## config.mk

```make
export PLATFORM = sky130hd
export DESIGN_NAME = uart_word_tx_arbiter
export DESIGN_NICKNAME = d
export VERILOG_FILES = /design/src/rtl/uart_word_tx_arbiter.sv
export SDC_FILE = /design/constraint.sdc
export NUM_CORES = 1
export LEC_CHECK = 0
export ABC_AREA = 1
export BUFFER_PORTS_ARGS = -buffer_cell sky130_fd_sc_hd__buf_4
export CAP_MARGIN = 20
export CORE_UTILIZATION = 50
export DETAILED_ROUTE_END_ITERATION = 12
export HOLD_SLACK_MARGIN = 0.03
export PLACE_DENSITY = 0.83
export SYNTH_ARGS = -nofsm -noshare
export SYNTH_HDL_FRONTEND = slang
export SYNTH_SLANG_ARGS = --single-unit
```

## constraint.sdc

```tcl
create_clock -name clk -period 2.3 [get_ports clk]
set_clock_uncertainty 0.2 [all_clocks]
set_input_delay 0.575 -clock clk [delete_from_list [all_inputs] [get_ports clk]]
set_output_delay 0.575 -clock clk [all_outputs]
set_load 0.005 [all_outputs]
```

## src/rtl/uart_word_tx_arbiter.sv

```systemverilog
//==============================================================================
// Module      : uart_word_tx_arbiter
// Description : Round-robin arbiter that shares one byte-level UART
//               transmitter between up to four requesters. Each granted
//               16-bit word is latched and sent MSB byte first, then LSB
//               byte, and the requester receives a one-cycle ack.
//               Optional macro UART_ARB_ID_HEADER_EN prefixes every word
//               with a source-ID header byte {6'b101010, gnt[1:0]}.
// Revision    : 1.0 - initial release
//==============================================================================
`default_nettype none

module uart_word_tx_arbiter #(
  parameter int NUM_REQ = 4  // legal range 2..4
) (
  input  logic                   clk,
  input  logic                   rst,
  input  logic [NUM_REQ-1:0]     req,
  input  logic [16*NUM_REQ-1:0]  req_data,
  output logic [NUM_REQ-1:0]     ack,
  output logic                   busy,
  output logic                   tx_dv,
  output logic [7:0]             tx_byte,
  input  logic                   tx_active,
  input  logic                   tx_done
);

  // Encodings are fixed so the header states can vanish from the default
  // build without renumbering the rest of the machine.
  typedef enum logic [2:0] {
    ST_IDLE     = 3'd0,
`ifdef UART_ARB_ID_HEADER_EN
    ST_HDR_SEND = 3'd1,
    ST_HDR_WAIT = 3'd2,
`endif
    ST_MSB_SEND = 3'd3,
    ST_MSB_WAIT = 3'd4,
    ST_LSB_SEND = 3'd5,
    ST_LSB_WAIT = 3'd6,
    ST_DONE     = 3'd7
  } state_t;

  localparam logic [5:0] HDR_TAG = 6'b101010;

  state_t               state_q, state_d;
  logic [15:0]          word_q,  word_d;
  logic [1:0]           gnt_q,   gnt_d;
  logic [1:0]           rr_q,    rr_d;
  logic [NUM_REQ-1:0]   ack_q,   ack_d;
  logic                 busy_q,  busy_d;
  logic                 tx_dv_q, tx_dv_d;
  logic [7:0]           tx_byte_q, tx_byte_d;

  // Requests and words padded to four lanes so a 2-bit index is always in
  // range regardless of NUM_REQ; unused lanes never request.
  logic [3:0]           req_pad;
  logic [15:0]          data_pad [4];
  logic [3:0]           ack_pad;

  logic                 win_found;
  logic [1:0]           win_idx;
  logic [2:0]           cand_sum;

  genvar gi;
  generate
    for (gi = 0; gi < 4; gi++) begin : g_lane
      if (gi < NUM_REQ) begin : g_live
        assign req_pad[gi]  = req[gi];
        assign data_pad[gi] = req_data[16*gi +: 16];
      end else begin : g_tie
        assign req_pad[gi]  = 1'b0;
        assign data_pad[gi] = 16'h0000;
      end
    end
  endgenerate

  // Round-robin search: first asserted request at or after rr, wrapping.
  always_comb begin
    win_found = 1'b0;
    win_idx   = rr_q;
    cand_sum  = 3'd0;
    for (int k = 0; k < NUM_REQ; k++) begin
      cand_sum = {1'b0, rr_q} + 3'(k);
      if (cand_sum >= 3'(NUM_REQ)) begin
        cand_sum = cand_sum - 3'(NUM_REQ);
      end
      if (!win_found && req_pad[cand_sum[1:0]]) begin
        win_found = 1'b1;
        win_idx   = cand_sum[1:0];
      end
    end
  end

  // Next-state and registered-output logic; every output is computed one
  // cycle ahead so nothing combinational reaches the ports.
  always_comb begin
    state_d   = state_q;
    word_d    = word_q;
    gnt_d     = gnt_q;
    rr_d      = rr_q;
    ack_pad   = 4'b0000;
    tx_dv_d   = 1'b0;
    tx_byte_d = tx_byte_q;

    case (state_q)
      ST_IDLE: begin
        // tx_active guard also covers a byte left in flight by a reset.
        if (win_found && !tx_active) begin
          word_d  = data_pad[win_idx];
          gnt_d   = win_idx;
          tx_dv_d = 1'b1;
`ifdef UART_ARB_ID_HEADER_EN
          state_d   = ST_HDR_SEND;
          tx_byte_d = {HDR_TAG, win_idx};
`else
          state_d   = ST_MSB_SEND;
          tx_byte_d = data_pad[win_idx][15:8];
`endif
        end
      end
`ifdef UART_ARB_ID_HEADER_EN
      ST_HDR_SEND: state_d = ST_HDR_WAIT;
      ST_HDR_WAIT: begin
        if (tx_done) begin
          state_d   = ST_MSB_SEND;
          tx_dv_d   = 1'b1;
          tx_byte_d = word_q[15:8];
        end
      end
`endif
      ST_MSB_SEND: state_d = ST_MSB_WAIT;
      ST_MSB_WAIT: begin
        if (tx_done) begin
          state_d   = ST_LSB_SEND;
          tx_dv_d   = 1'b1;
          tx_byte_d = word_q[7:0];
        end
      end
      ST_LSB_SEND: state_d = ST_LSB_WAIT;
      ST_LSB_WAIT: begin
        if (tx_done) begin
          state_d          = ST_DONE;
          ack_pad[gnt_q]   = 1'b1;
        end
      end
      ST_DONE: begin
        state_d = ST_IDLE;
        rr_d    = (gnt_q == 2'(NUM_REQ - 1)) ? 2'd0 : gnt_q + 2'd1;
      end
      default: state_d = ST_IDLE;
    endcase

    ack_d  = ack_pad[NUM_REQ-1:0];
    busy_d = (state_d != ST_IDLE);
  end

  // State and output registers with synchronous reset.
  always_ff @(posedge clk) begin
    if (rst) begin
      state_q   <= ST_IDLE;
      word_q    <= 16'h0000;
      gnt_q     <= 2'd0;
      rr_q      <= 2'd0;
      ack_q     <= '0;
      busy_q    <= 1'b0;
      tx_dv_q   <= 1'b0;
      tx_byte_q <= 8'h00;
    end else begin
      state_q   <= state_d;
      word_q    <= word_d;
      gnt_q     <= gnt_d;
      rr_q      <= rr_d;
      ack_q     <= ack_d;
      busy_q    <= busy_d;
      tx_dv_q   <= tx_dv_d;
      tx_byte_q <= tx_byte_d;
    end
  end

  assign ack     = ack_q;
  assign busy    = busy_q;
  assign tx_dv   = tx_dv_q;
  assign tx_byte = tx_byte_q;

endmodule

`default_nettype wire

```

==> metrics.txt <==
Leak Pwr=0.001775 µW; RSZ-0062 raised after global routing=no; CP endpoint=tx_byte[6]; Crit Reg-Reg Endpoint=tx_byte[6]; Req. time, crit path=2270 ps; drt wl/cell=11.97 µm; Clock Sinks=29; instance count on the critical path=15; clock power share=30.4%; Critical Path Start=rr_q[0]; Psw=456.0 µW; FP Rows=23; Synth area leader=nand2_1; setup ws final=179.8 ps; CP Class=reg2reg; Die W=68.99 µm; Post-Route WL=6307 µm; synthesized area=0.002243 mm²; clock transition at the registers of the reported paths=60 ps; syn nets=466; internal power=1035 µW; async set-or-reset flop fraction in the synthesized netlist=0%; most used cell, CP=nand2_1; via/cell ratio=5.055; largest net degree at the start of global routing=34; antenna cells=0; vias in the first global route=2418; final critical-path share of the clock period=92.18%; Final Max Tran Viols=0; clock buffer count from CTS=5; CTS root buffer=clkbuf_8; Yosys top cell area share=28.28%; Avg Cell Area, Syn=5.752 µm²; reg2reg start=rr_q[0]; CP top delay family=simple AND/OR/NAND/NOR gates; worst slew pin tran=473.2 ps; mux cell area share after synthesis=0%; peak fanout along the critical path=33; Hold Crit Class=reg2reg; Post-synth EDFFs=0; main combinational cell family by area after synthesis=simple AND/OR/NAND/NOR gates; Netlist cell types=28; top cells by area, synth=nand2_1, dfxtp_1, nand3_1; Logic pwr share=31.2%; sw frac=30.59%; CTS Hold Bufs=0; Die Ht=68.99 µm; power density over cell area=485.6 mW/mm²; Final ANT Viol Nets=0; Critical Path Slowest Stage Cell=dfxtp_4; Ports=86; XOR/XNOR Fraction of Synth Area=0%; Detailed Route Iter0 Violations=103; post-synthesis register bit count=29; WP buf/inv=1; post-CTS setup buffer count=0; post-route DRC violation count=0; Startpoint Class=flip-flop; All-Layer GR Usage=29.18%; CTS max path bufs=2; share of layout cells above drive strength 1=27.88%; worst slack, placed=-38.03 ps; first-pass GRT wire length=10240 µm; sequential share of the synthesized area=25.88%; Max Cap Viol=0; DP Area=0.002927 mm²; area of the core=0.004144 mm²; final setup vio count=0; Final #Nets=552; routed vias=2664; die area=0.004759 mm²; critical path cell sequence=buf_4 > nand2_1 > nand3_1 > nand2_2 > nand2_1 > nand2_1 > nand2_2 > nand2_4 > nand2_8 > nand2_1 > nand2_1 > nand2_1 > nand3_1 > nand2_1 > nand2_1; Synth Instances=390; status=completed; f_max=471.7 MHz; fin area=0.003069 mm²; clock latency at the later pin of the worst-skew pair=280 ps; area share of and/or/nand/nor cells after synthesis=58.06%; initial core utilization=54.14%; most frequent cell after synthesis=nand2_1; CTS H-Tree Depth=2; compound-cell area share of the yosys netlist=2.844%; YS warnings=0; register share of total power=38.4%; Data arrival, critical path=2090 ps; Worst setup EP type=flip-flop; setup slack, reg-to-reg=180 ps; min Tclk post-route=2120 ps; Adder-Cell Fraction of Synth Area=2.231%; CTS tree=done; gpl congestion=0.9217; initial antenna violation count=0; R2R depth=15; Layout area overhead=36.81%; final hold slack=254.8 ps; final hold violations=0; Post-synth top cells=nand2_1, nand3_1, nor2_1, dfxtp_1, inv_1; GRT overflow=0; Slew HR=68.42%; ys flop type=dfxtp_1; placed wire-length estimate=4774 µm; Buffers on Ports=85; TritonRoute pass-1 iters=4; Worst path max stage delay=380 ps; VDD IR max=311.7 µV
final cells by class:
class | count | area, µm²
Multi-Input combinational cell | 312 | 1444
Inverter | 33 | 133.9
Tap cell | 50 | 62.56
Clock buffer | 7 | 96.34
Fill cell | 377 | 1075
Timing Repair Buffer | 95 | 742.0
Clock inverter | 1 | 5.005
Sequential cell | 29 | 585.6
placed cells by master, fill, tap and decap left out, types with 2 or more instances in the layout:
master	count
nand2_1	169
clkbuf_8	7
inv_1	28
nor2_2	2
nand2_2	11
nor2_1	41
nand2_4	5
buf_12	2
a21oi_1	5
inv_4	2
buf_4	92
nand4_4	2
ha_1	4
o21ai_0	3
dfxtp_1	27
o21ai_1	2
nand3_1	60
registers in the layout (all words and copies together) (netlist names):
signal,flops
tx_byte,8
word_q,8
ack,4
state_q,3
gnt_q,2
rr_q,2
busy,1
tx_dv,1
worst min-delay path, stage by stage, from the launching register on:
cell     delay (ps)
dfxtp_1         310
nand2_1          60
nand2_1          40
metal layers:
metal  wire, µm  vias up  track usage (%)
met1       2498     1174            30.42
met2       3333       95            54.85
li1           -     1381                -
met3        337       14            8.553
met5          0        -                0
met4        138        0            9.949
metrics by stage:
step	utilization (%)	setup TNS [ps]	cells	power (µW)
2_1_floorplan	-	0	390	849.4
3_3_place_gp	70.62	0	519	1028
3_5_place_dp	70.62	-79.83	519	1037
4_1_cts	73.07	0	527	1494
5_1_grt	74.06	0	527	1599
6_report	74.06	0	527	1491
worst min-delay path by stage:
stage | from | end | slack (ps) | cells past startpoint
final | tx_byte[2] | tx_byte[2] | 250 | 2
after global routing | tx_byte[2] | tx_byte[2] | 290 | 2
after CTS | tx_byte[2] | tx_byte[2] | 260 | 2
after detailed placement | tx_byte[2] | tx_byte[2] | 240 | 2
after global placement | tx_byte[2] | tx_byte[2] | 240 | 2
after floorplan | tx_byte[0] | tx_byte[0] | 250 | 2
cells by family after synthesis:
| kind of cell | after synthesis |
|---|---|
| AND/OR/NAND/NOR | 296 |
| buffers and inverters | 49 |
| flip-flops | 29 |
| AO/OA/AOI/OAI | 12 |
| adder cells (fa/ha/maj) | 4 |
power by group through the flow:
stage	Combinational (µW)	Sequential (µW)	Clock, µW
floorplan	269	580	0
finish	464	572	454
global placement	445	583	0
CTS	458	573	463
global route	524	578	497
detailed placement	453	584	0
timing repair:
| action | 4_1_cts | 5_1_grt |
|---|---|---|
| gates resized for setup | 0 | 11 |
| endpoints found under the hold margin | 0 | 0 |
| setup endpoints to repair | 0 | 18 |
(Power assumes the default switching activity.)
